File: config.mk
export PLATFORM = sky130hd
export DESIGN_NAME = rst_seq
export DESIGN_NICKNAME = d
export VERILOG_FILES = /design/src/rtl/rst_seq.sv
export SDC_FILE = /design/constraint.sdc
export NUM_CORES = 1
export LEC_CHECK = 0
export ABC_AREA = 1
export CORE_MARGIN = 4
export CORE_UTILIZATION = 45
export DETAILED_ROUTE_END_ITERATION = 8
export GPL_ROUTABILITY_DRIVEN = 0
export PLACE_DENSITY = 0.61
export SYNTH_ARGS = -nofsm -noshare
export SYNTH_HDL_FRONTEND = slang
export SYNTH_SLANG_ARGS = --single-unit
File: constraint.sdc
create_clock -name clk_i -period 4.2 [get_ports clk_i]
set_input_delay 0.84 -clock clk_i [delete_from_list [all_inputs] [get_ports clk_i]]
set_output_delay 0.84 -clock clk_i [all_outputs]
set_load 0.03 [all_outputs]
File: src/rtl/rst_seq.sv
// Board reset sequencer: key/PLL synchronization, key debounce, timed sys-then-cpu release.
// Optional watchdog reset enabled by defining RST_SEQ_WDT_EN.
module rst_seq #(
  parameter int SYNC_STAGES     = 2,
  parameter int DEBOUNCE_CYCLES = 65536,
  parameter int HOLDOFF_CYCLES  = 16,
  parameter int CPU_DELAY       = 8,
  parameter int WDT_CYCLES      = 1048576
) (
  input  logic       clk_i,
  input  logic       rst_i,
  input  logic       key_ni,
  input  logic       pll_locked_i,
  input  logic       dbg_rst_req_i,
  input  logic       wdt_kick_i,
  output logic       sys_rst_no,
  output logic       cpu_rst_no,
  output logic [2:0] rst_cause_o,
  output logic       busy_o
);

  typedef enum logic [2:0] {
    ST_RESET,
    ST_WAIT_LOCK,
    ST_HOLD,
    ST_SYS_UP,
    ST_RUN,
    ST_DBG
  } state_t;

  localparam logic [2:0] CAUSE_POR   = 3'b000;
  localparam logic [2:0] CAUSE_KEY   = 3'b001;
  localparam logic [2:0] CAUSE_PLL   = 3'b010;
  localparam logic [2:0] CAUSE_DEBUG = 3'b011;
  localparam logic [2:0] CAUSE_WDT   = 3'b100;

  localparam int DW = $clog2(DEBOUNCE_CYCLES + 1);
  localparam logic [DW-1:0] DB_LAST = DW'(DEBOUNCE_CYCLES - 1);

  // One timer serves both HOLD and SYS_UP, so size it for the longer of the two.
  localparam int TMAX = (HOLDOFF_CYCLES > CPU_DELAY) ? HOLDOFF_CYCLES : CPU_DELAY;
  localparam int TW   = $clog2(TMAX + 1);
  localparam logic [TW-1:0] HOLD_LAST = TW'(HOLDOFF_CYCLES - 1);
  localparam logic [TW-1:0] CPU_LAST  = TW'(CPU_DELAY - 1);

  logic [SYNC_STAGES-1:0] keySync_q;
  logic [SYNC_STAGES-1:0] pllSync_q;
  logic                   keySynced;
  logic                   pllSynced;

  logic [DW-1:0] dbCnt_q, dbCnt_d;
  logic          stableKey_q, stableKey_d;

  state_t        state_q, state_d;
  logic [TW-1:0] timer_q, timer_d;
  logic          sysRstN_q, sysRstN_d;
  logic          cpuRstN_q, cpuRstN_d;
  logic [2:0]    cause_q, cause_d;
  logic          busy_q, busy_d;

  logic keyPressed;
  logic pllLost;
  logic wdtExpire;

  // Key resets to released and PLL to unlocked so nothing is seen as an event out of reset.
  always_ff @(posedge clk_i) begin
    if (rst_i) begin
      keySync_q <= '1;
      pllSync_q <= '0;
    end else begin
      keySync_q <= {keySync_q[SYNC_STAGES-2:0], key_ni};
      pllSync_q <= {pllSync_q[SYNC_STAGES-2:0], pll_locked_i};
    end
  end

  assign keySynced = keySync_q[SYNC_STAGES-1];
  assign pllSynced = pllSync_q[SYNC_STAGES-1];

  always_comb begin
    dbCnt_d     = '0;
    stableKey_d = stableKey_q;
    if (keySynced != stableKey_q) begin
      if (dbCnt_q == DB_LAST) begin
        stableKey_d = keySynced;
      end else begin
        dbCnt_d = dbCnt_q + 1'b1;
      end
    end
  end

  always_ff @(posedge clk_i) begin
    if (rst_i) begin
      dbCnt_q     <= '0;
      stableKey_q <= 1'b1;
    end else begin
      dbCnt_q     <= dbCnt_d;
      stableKey_q <= stableKey_d;
    end
  end

  assign keyPressed = ~stableKey_q;
  assign pllLost    = ~pllSynced;

`ifdef RST_SEQ_WDT_EN
  localparam int WW = $clog2(WDT_CYCLES + 1);
  localparam logic [WW-1:0] WDT_LAST = WW'(WDT_CYCLES - 1);

  logic [WW-1:0] wdtCnt_q, wdtCnt_d;

  always_comb begin
    wdtCnt_d = wdtCnt_q;
    if ((state_q != ST_RUN) || wdt_kick_i) begin
      wdtCnt_d = '0;
    end else if (wdtCnt_q != WDT_LAST) begin
      wdtCnt_d = wdtCnt_q + 1'b1;
    end
  end

  always_ff @(posedge clk_i) begin
    if (rst_i) begin
      wdtCnt_q <= '0;
    end else begin
      wdtCnt_q <= wdtCnt_d;
    end
  end

  assign wdtExpire = (state_q == ST_RUN) && !wdt_kick_i && (wdtCnt_q == WDT_LAST);
`else
  localparam int unusedWdtCycles = WDT_CYCLES;
  logic unusedWdtKick;
  assign unusedWdtKick = wdt_kick_i;
  assign wdtExpire     = 1'b0;
`endif

  // Abort priority everywhere is PLL loss, then key, then watchdog, then debug.
  always_comb begin
    state_d   = state_q;
    timer_d   = timer_q;
    sysRstN_d = sysRstN_q;
    cpuRstN_d = cpuRstN_q;
    cause_d   = cause_q;

    unique case (state_q)
      ST_RESET: begin
        state_d   = ST_WAIT_LOCK;
        timer_d   = '0;
        sysRstN_d = 1'b0;
        cpuRstN_d = 1'b0;
      end

      ST_WAIT_LOCK: begin
        sysRstN_d = 1'b0;
        cpuRstN_d = 1'b0;
        timer_d   = '0;
        if (pllSynced && !keyPressed) begin
          state_d = ST_HOLD;
        end
      end

      ST_HOLD: begin
        if (pllLost || keyPressed) begin
          state_d = ST_WAIT_LOCK;
          timer_d = '0;
        end else if (timer_q == HOLD_LAST) begin
          state_d   = ST_SYS_UP;
          timer_d   = '0;
          sysRstN_d = 1'b1;
        end else begin
          timer_d = timer_q + 1'b1;
        end
      end

      ST_SYS_UP: begin
        if (pllLost || keyPressed) begin
          state_d   = ST_WAIT_LOCK;
          timer_d   = '0;
          sysRstN_d = 1'b0;
          cpuRstN_d = 1'b0;
          cause_d   = pllLost ? CAUSE_PLL : CAUSE_KEY;
        end else if (timer_q == CPU_LAST) begin
          state_d   = ST_RUN;
          timer_d   = '0;
          cpuRstN_d = 1'b1;
        end else begin
          timer_d = timer_q + 1'b1;
        end
      end

      ST_RUN: begin
        if (pllLost || keyPressed || wdtExpire) begin
          state_d   = ST_WAIT_LOCK;
          timer_d   = '0;
          sysRstN_d = 1'b0;
          cpuRstN_d = 1'b0;
          if (pllLost) begin
            cause_d = CAUSE_PLL;
          end else if (keyPressed) begin
            cause_d = CAUSE_KEY;
          end else begin
            cause_d = CAUSE_WDT;
          end
        end else if (dbg_rst_req_i) begin
          state_d   = ST_DBG;
          cpuRstN_d = 1'b0;
          cause_d   = CAUSE_DEBUG;
        end
      end

      ST_DBG: begin
        cpuRstN_d = 1'b0;
        if (pllLost || keyPressed) begin
          state_d   = ST_WAIT_LOCK;
          timer_d   = '0;
          sysRstN_d = 1'b0;
          cause_d   = pllLost ? CAUSE_PLL : CAUSE_KEY;
        end else if (!dbg_rst_req_i) begin
          state_d = ST_SYS_UP;
          timer_d = '0;
        end
      end

      default: begin
        state_d   = ST_RESET;
        timer_d   = '0;
        sysRstN_d = 1'b0;
        cpuRstN_d = 1'b0;
      end
    endcase

    busy_d = (state_d != ST_RUN);
  end

  always_ff @(posedge clk_i) begin
    if (rst_i) begin
      state_q   <= ST_RESET;
      timer_q   <= '0;
      sysRstN_q <= 1'b0;
      cpuRstN_q <= 1'b0;
      cause_q   <= CAUSE_POR;
      busy_q    <= 1'b1;
    end else begin
      state_q   <= state_d;
      timer_q   <= timer_d;
      sysRstN_q <= sysRstN_d;
      cpuRstN_q <= cpuRstN_d;
      cause_q   <= cause_d;
      busy_q    <= busy_d;
    end
  end

  assign sys_rst_no  = sysRstN_q;
  assign cpu_rst_no  = cpuRstN_q;
  assign rst_cause_o = cause_q;
  assign busy_o      = busy_q;

endmodule
==> flow_metrics.py, run 1 <==
metrics = {
    "clocking": {
        "cts_resized": 0,
        "cts_setup_buffers": 0,
        "clkSinkCount": 35,
        "cts.htree.levels": 2,
        "cts-root-buf": "clkbuf_8",
        "cts_buffers": 5,
        "cts.clk_slew.worst_paths_ps": 70,
        "cts_tree": "done",
        "cts_buffer_depth": 2,
        "worstSkewPairLatency_ps": 280,
        "hold_buffers": 0,
    },
    "pwr": {
        "power.share.sequential_pct": 57.2,
        "pwr-share-clk_pct": 38.3,
        "power_frac_comb_pct": 4.5,
        "power.density_nw_per_um2": 304,
        "switchingPower_mw": 0.131,
        "power.leakage_nw": 0.704,
        "peakVddDrop_mv": 0.225,
        "p_int_mw": 0.462,
        "switching_share_pct": 22.0,
    },
    "global_routing": {
        "grt_pass1_wl_mm": 5.69,
        "grt_pass1_vias": 1294,
        "grt_antenna_before_repair": 0,
        "grt-ovfl-total": 0,
        "grt_max_degree": 16,
        "grt_use_total_pct": 14.1,
    },
    "die": {
        "start_util_pct": 46.8,
        "rows": 22,
        "die_h_um": 69.9,
        "ioPinCount": 12,
        "die_w_um": 69.9,
        "coreArea_um2": 3690,
        "fp.dieArea_um2": 4890,
    },
    "sta": {
        "hold_violations": 0,
        "setup_violations": 0,
        "slew_violations": 0,
        "fin_ws_ps": 1790,
        "setup-tns-final_ps": 0,
        "timing.final.crit_share_pct": 57.4,
        "min_period_ps": 2410,
        "whs_ps": 406,
        "max_clock_freq_ghz": 0.415,
        "fin_skew_ps": 4.54,
        "rsz0062_at_grt": "false",
        "max_slew_margin_pct": 66.2,
        "worst_pin_slew_ps": 503,
    },
    "critical_path": {
        "r2r-start": "dbCnt_q[0]",
        "rr_endpoint": "dbCnt_q[10]",
        "worstSetupStartpointType": "flip-flop",
        "crit_required_ps": 4380,
        "cp-end-kind": "flip-flop",
        "worstPathArrival_ps": 2590,
        "reg2regPathDepth": 10,
        "worstPathMaxFanout": 12,
        "crit_type": "reg -> reg",
        "ff2ff_setup_slack_ps": 1790,
    },
    "placed_design": {
        "io_buffers": 9,
        "dp_cells": 302,
        "post-place-ws_ps": 1650,
        "dpl_cell_area_um2": 1870,
        "dp_hpwl_mm": 2.45,
    },
    "drt": {
        "vias": 1490,
        "wire_per_inst_um": 10.5,
        "remaining_drc_errors": 0,
        "first_pass_iters": 4,
        "routed_wl_mm": 3.24,
        "vias_per_cell": 4.81,
        "drtIter0Drc": 68,
        "final_antenna_net_count": 0,
    },
    "logic_synthesis": {
        "ys.flop_type": "dfxtp_1",
        "synthCells": 247,
        "ys_types": 29,
        "synth_warnings": 0,
        "synthesis.area_um2": 1730,
        "avgSynthCellArea_um2": 6.99,
        "async_reset_ff_share_pct": 0,
        "synth_nets": 258,
        "synth_edf_count": 0,
        "synth_area_leaders": "dfxtp_1 41%, nand2_1 9.6%, nor2_1 9.3%, inv_1 6.5%, a21oi_1 4.9%",
        "ys_seq_area_share_pct": 40.6,
        "synth_top_area_share_pct": 40.6,
        "synth-seq-cells": 35,
        "netlist_top_cells_count": "44 x nand2_1, 43 x nor2_1, 35 x dfxtp_1, 30 x inv_1",
        "synth_top_area_cell": "dfxtp_1",
        "synth.most_common_cell": "nand2_1",
    },
    "worst_hold_path": {
        "whs_endpoint": "pllSync_q[1]",
        "hold_class": "reg -> reg",
        "holdPathStages": 2,
        "worstHoldStart": "pllSync_q[0]",
    },
    "cells_and_area": {
        "num_antenna_cells": 0,
        "areaGrowthSynthToFinish_pct": 13.0,
        "drive_above_1_share_pct": 10.7,
        "final_nets": 272,
        "fin_area_um2": 1950,
        "stdcell_count": 310,
    },
    "status": {
        "status": "finished, final reports clean",
    },
    "run": {
        "maxCapViolations": 0,
    },
}
power groups by stage:
stage               sequential, mW  combinational (mW)  clock [mW]
finish                       0.339              0.0269       0.227
global route                 0.339              0.0304       0.248
CTS                          0.339              0.0272       0.235
detailed placement           0.346              0.0270           0
global placement             0.347              0.0269           0
floorplan                    0.346              0.0181           0
routing by layer:
metal,vias to the layer above,GRT usage (%),share of wire (%)
met5,-,0,0
met4,0,5.11,1.3
met3,4,4.32,3.7
met2,18,19.0,39
met1,647,20.8,55
li1,821,-,-
kinds of logic after synthesis:
| kind of cell | share of synthesized area, % |
|---|---|
| xor+xnor | 1.01 |
| fa+ha+maj | 3.62 |
| other cells | 0.217 |
| buf+inv | 8.04 |
| compound gates | 10.6 |
| simple gates | 35.9 |
| flops | 40.6 |
placed cells by master, fill, tap and decap left out, drive strengths merged:
cell / netlist / routed
xnor2: 1 / 1
o211ai: 2 / 2
clkdlybuf4s50: 0 / 9
nand4: 5 / 5
o21a: 1 / 1
nor3: 6 / 6
clkbuf: 2 / 7
o21ai: 10 / 10
buf: 1 / 1
a31oi: 2 / 2
inv: 33 / 33
a21oi: 17 / 17
and3: 3 / 3
xor2: 1 / 1
dfxtp: 35 / 35
nor2: 48 / 48
nand3: 19 / 19
nand2: 52 / 52
conb: 1 / 1
o2111ai: 1 / 1
clkinv: 0 / 1
ha: 5 / 5
or2: 2 / 2
worst max-delay path by stage:
stage / to / depth (start not counted) / start / slack, ps
3_3_place_gp: dbCnt_q[4] / 7 / rst_i / 1660
4_1_cts: dbCnt_q[10] / 10 / dbCnt_q[0] / 1740
2_1_floorplan: dbCnt_q[6] / 10 / dbCnt_q[0] / 2340
3_5_place_dp: dbCnt_q[4] / 7 / rst_i / 1650
5_1_grt: dbCnt_q[5] / 11 / dbCnt_q[0] / 1420
6_report: dbCnt_q[10] / 10 / dbCnt_q[0] / 1790
per-stage QoR:
stage | total power, mW | util, %
floorplan | 0.364 | -
global placement | 0.373 | 50.7
detailed placement | 0.373 | 50.7
CTS | 0.601 | 52.9
global route | 0.618 | 52.9
finish | 0.593 | 52.9
flip-flops by register name, indices dropped and copies added, names as in the netlist:
signal,cells
rst_cause_o,2
sys_rst_no,1
cpu_rst_no,1
state_q,3
keySync_q,2
dbCnt_q,17
stableKey_q,1
busy_o,1
timer_q,5
pllSync_q,2
cell type report:
cell class | instances | area (um^2)
multi-input cells | 176 | 887
clock inverters | 1 | 5.00
flip-flops and latches | 35 | 701
well taps | 48 | 60.1
inverters | 33 | 124
repair buffers | 10 | 97.6
clock buffers | 7 | 76.3
fillers | 384 | 1740
worst max-delay path, stage by stage (launching register included):
cell     delay, ps
dfxtp_1        350
ha_1           190
nand3_1        130
nor2_1         260
nand3_1        160
nor3_1         170
ha_1           200
inv_1           40
nand3_1        380
inv_1          210
and3_1         210
Power figures use the tool's default switching activity.
==> run 2: changes to the inputs <==
Settings changed: PLACE_DENSITY 0.61 to 0.63.
Clock period 4.2 ns to 2.2 ns, I/O delays scaled along.
==> run 2 against run 1 <==
Compared with the run above: wire length rose by 2.3%; final area rose by 1.7%; critical path depth rose by 1; highest routed layer unchanged.
==> flow_metrics.py, run 2 (synthesis gave the netlist of run 1 again) <==
metrics = {
    "die": {
        "coreArea_um2": 3690,
        "ioPinCount": 12,
        "die_h_um": 69.9,
        "die_w_um": 69.9,
        "start_util_pct": 46.8,
        "fp.dieArea_um2": 4890,
        "rows": 22,
    },
    "drt": {
        "drtIter0Drc": 119,
        "first_pass_iters": 4,
        "final_antenna_net_count": 0,
        "vias_per_cell": 4.90,
        "remaining_drc_errors": 0,
        "wire_per_inst_um": 10.6,
        "routed_wl_mm": 3.32,
        "vias": 1538,
    },
    "critical_path": {
        "worstPathArrival_ps": 2100,
        "crit_type": "reg -> reg",
        "worstSetupStartpointType": "flip-flop",
        "crit_required_ps": 2380,
        "worstPathMaxFanout": 5,
        "cp-end-kind": "flip-flop",
    },
    "sta": {
        "min_period_ps": 1920,
        "setup_violations": 0,
        "fin_skew_ps": 3.93,
        "max_clock_freq_ghz": 0.522,
        "whs_ps": 408,
        "worst_pin_slew_ps": 567,
        "timing.final.crit_share_pct": 87.2,
        "setup-tns-final_ps": 0,
        "hold_violations": 0,
        "max_slew_margin_pct": 61.9,
        "slew_violations": 0,
        "rsz0062_at_grt": "false",
    },
    "clocking": {
        "cts_buffer_depth": 2,
        "cts_resized": 0,
        "cts_buffers": 5,
        "cts.clk_slew.worst_paths_ps": 70,
        "worstSkewPairLatency_ps": 280,
        "cts_setup_buffers": 0,
        "clkSinkCount": 35,
        "cts.htree.levels": 2,
        "cts_tree": "done",
        "cts-root-buf": "clkbuf_8",
        "hold_buffers": 0,
    },
    "cells_and_area": {
        "final_common_cell": "nand2_1",
        "largest_reg_flops": 17,
        "areaGrowthSynthToFinish_pct": 14.9,
        "final_nets": 276,
        "multi_input_comb_area_um2": 890,
        "reg_top3": "dbCnt_q (17), timer_q (5), state_q (3)",
        "regMostFlops": "dbCnt_q",
        "fillers": 384,
        "mostFrequentLayoutCells": "44 x nand2_1, 42 x nor2_1, 35 x dfxtp_1",
        "num_antenna_cells": 0,
        "final-seq-area_um2": 701,
        "drive_above_1_share_pct": 12.4,
    },
    "pwr": {
        "p_total_mw": 1.13,
        "power.density_nw_per_um2": 572,
        "power.leakage_nw": 0.724,
        "peakVddDrop_mv": 0.398,
    },
    "placed_design": {
        "io_buffers": 9,
        "dp_hpwl_mm": 2.58,
    },
    "global_routing": {
        "grt_max_degree": 15,
        "grt_pass1_vias": 1369,
        "grt-ovfl-total": 0,
        "grt_pass1_wl_mm": 5.76,
        "grt_antenna_before_repair": 0,
        "grt_use_total_pct": 14.6,
    },
    "status": {
        "status": "finished, final reports clean",
    },
    "worst_hold_path": {
        "hold_class": "reg -> reg",
    },
    "run": {
        "maxCapViolations": 0,
    },
}
## run 2: cell type report
class	instances	area share [%]
Inverter	33	6.25
Clock inverter	1	0.252
Clock buffer	7	3.85
Sequential cell	35	35.3
Timing Repair Buffer	14	6.44
Multi-Input combinational cell	176	44.9
Tap cell	48	3.03
## run 2: report_power, final
part / leakage, nW / switching, mW / internal (mW)
registers: 0.283 / 0.00714 / 0.640
logic: 0.398 / 0.0316 / 0.0210
clock network: 0.0422 / 0.213 / 0.222
total: 0.724 / 0.252 / 0.883
## run 2: through the flow
stage	setup slack [ps]	cell area [um^2]	instances	utilization, %
after floorplan	336	1730	247	-
after global placement	274	1900	306	51.5
after detailed placement	255	1900	306	51.5
after CTS	237	1980	314	53.7
after global routing	12.3	1980	314	53.8
final	283	1980	314	53.8
## run 2: worst max-delay path: stages (launching register included)
cell and delay, ps:
dfxtp_1 350, ha_1 190, nand3_1 150, nor2_2 140, nand3_1 110, nor3_1 160, ha_1 210, inv_1 50
nand3_1 140, buf_4 160, a21oi_1 40, o21a_1 110
## run 2: worst paths after layout
kind                start      endpoint  slack, ps  cells past startpoint
max reg2reg    dbCnt_q[0]    dbCnt_q[3]        280                     11
min          pllSync_q[0]  pllSync_q[1]        410                      2
min reg2reg  pllSync_q[0]  pllSync_q[1]        410                      2
max            dbCnt_q[0]    dbCnt_q[3]        280                     11
## run 2: metal layers
| metal | global-route usage [%] | up-vias | share of wire, % |
|---|---|---|---|
| met3 | 4.03 | 5 | 4.2 |
| met2 | 21.1 | 22 | 41 |
| met4 | 7.02 | 0 | 1.9 |
| met1 | 19.8 | 686 | 53 |
| met5 | 0 | - | 0 |
| li1 | - | 825 | - |
==> run 3: changes to the inputs <==
Settings changed: PLACE_DENSITY 0.63 to not set, PLACE_DENSITY_LB_ADDON set to 0.3.
==> run 3 against run 2 <==
Compared with the run above: final area increased by 1.2%; first-iteration DRC count decreased by 22%; global-route usage is essentially flat; sequential cell count unchanged; combinational power is essentially flat; critical path depth did not move; non-clock buffer count stayed put; via count is 2.1% lower; sequential power about the same; maximum frequency rose by 1.6%.
==> flow_metrics.py, run 3 (synthesis gave the netlist of run 1 again) <==
metrics = {
    "die": {
        "coreArea_um2": 3690,
        "die_w_um": 69.9,
        "ioPinCount": 12,
        "rows": 22,
        "die_h_um": 69.9,
        "start_util_pct": 46.8,
        "fp.dieArea_um2": 4890,
    },
    "status": {
        "status": "finished, final reports clean",
    },
    "cells_and_area": {
        "num_antenna_cells": 0,
        "fin_area_um2": 2010,
        "areaGrowthSynthToFinish_pct": 16.2,
        "final_nets": 276,
        "mostFrequentLayoutCells": "44 x nand2_1, 42 x nor2_1, 35 x dfxtp_1",
        "drive_above_1_share_pct": 13.2,
        "reg_top3": "dbCnt_q (17), timer_q (5), state_q (3)",
        "largest_reg_flops": 17,
        "regMostFlops": "dbCnt_q",
        "final_common_cell": "nand2_1",
        "stdcell_count": 314,
        "final_util_pct": 54.4,
        "fillers": 350,
    },
    "sta": {
        "setup_violations": 0,
        "worst_pin_slew_ps": 554,
        "min_period_ps": 1890,
        "fin_ws_ps": 314,
        "max_clock_freq_ghz": 0.530,
        "fin_skew_ps": 9.72,
        "max_slew_margin_pct": 62.8,
        "hold_violations": 0,
        "rsz0062_at_grt": "false",
        "whs_ps": 406,
        "timing.final.crit_share_pct": 85.7,
        "slew_violations": 0,
        "setup-tns-final_ps": 0,
    },
    "placed_design": {
        "post-place-ws_ps": 249,
        "dp_hpwl_mm": 2.44,
        "dp_cells": 306,
        "io_buffers": 9,
        "dpl_cell_area_um2": 1900,
    },
    "clocking": {
        "cts_buffer_depth": 2,
        "cts.htree.levels": 2,
        "hold_buffers": 0,
        "cts_resized": 0,
        "clkSinkCount": 35,
        "worstSkewPairLatency_ps": 290,
        "cts_buffers": 5,
        "cts_tree": "done",
        "cts_setup_buffers": 0,
        "cts-root-buf": "clkbuf_8",
        "cts.clk_slew.worst_paths_ps": 70,
    },
    "drt": {
        "wire_per_inst_um": 10.3,
        "routed_wl_mm": 3.22,
        "vias": 1506,
        "first_pass_iters": 4,
        "drtIter0Drc": 93,
        "final_antenna_net_count": 0,
        "remaining_drc_errors": 0,
        "vias_per_cell": 4.80,
    },
    "pwr": {
        "peakVddDrop_mv": 0.387,
        "power.leakage_nw": 0.733,
        "p_total_mw": 1.22,
        "power.density_nw_per_um2": 606,
    },
    "critical_path": {
        "cp-end-kind": "flip-flop",
        "crit_required_ps": 2390,
        "r2r-start": "dbCnt_q[0]",
        "worstPathArrival_ps": 2070,
        "ff2ff_setup_slack_ps": 310,
        "worstSetupStartpointType": "flip-flop",
        "crit_type": "reg -> reg",
        "reg2regPathDepth": 11,
        "rr_endpoint": "dbCnt_q[3]",
        "worstPathMaxFanout": 6,
    },
    "worst_hold_path": {
        "whs_endpoint": "pllSync_q[1]",
        "worstHoldStart": "pllSync_q[0]",
        "hold_class": "reg -> reg",
        "holdPathStages": 2,
    },
    "global_routing": {
        "grt_max_degree": 15,
        "grt_antenna_before_repair": 0,
        "grt-ovfl-total": 0,
        "grt_use_total_pct": 14.6,
        "grt_pass1_vias": 1370,
        "grt_pass1_wl_mm": 5.70,
    },
    "run": {
        "maxCapViolations": 0,
    },
}
-- run 3: cell count changes in the layout (fill, tap and decap cells not counted), sizes merged --
cell	before	now
clkbuf	7	8
clkinv	1	0
-- run 3: final cells by class --
cell class,count,area (um^2),share of cell area [%]
Multi-Input combinational cell,176,895,44.6
Timing Repair Buffer,14,128,6.36
Clock buffer,8,100,4.99
Sequential cell,35,701,34.9
Inverter,33,124,6.17
Tap cell,48,60.1,2.99
-- run 3: how the worst max path moves through the flow --
stage	end	from	cells past startpoint
after CTS	dbCnt_q[3]	dbCnt_q[0]	11
final	dbCnt_q[3]	dbCnt_q[0]	11
after global placement	dbCnt_q[3]	dbCnt_q[0]	11
after detailed placement	dbCnt_q[3]	dbCnt_q[0]	11
after floorplan	dbCnt_q[6]	dbCnt_q[0]	10
after global routing	dbCnt_q[3]	dbCnt_q[0]	11
-- run 3: critical path, stage by stage (launching register included) --
cell	delay [ps]
dfxtp_1	350
ha_1	190
nand3_1	160
nor2_2	150
nand3_1	120
nor3_2	120
ha_1	190
inv_1	50
nand3_1	130
buf_4	170
a21oi_1	40
o21a_1	100
-- run 3: power by group --
group | switching [mW] | total, mW | internal [mW]
registers | 0.00671 | 0.647 | 0.640
clock network | 0.232 | 0.517 | 0.286
logic | 0.0315 | 0.0525 | 0.0210
total | 0.270 | 1.22 | 0.947
-- run 3: layer usage --
metal | part of all wire, % | GRT usage (%) | vias to the layer above
met1 | 48 | 17.3 | 655
li1 | - | - | 825
met5 | 0 | 0 | -
met2 | 45 | 23.3 | 18
met4 | 2.2 | 7.66 | 0
met3 | 4.3 | 4.89 | 8
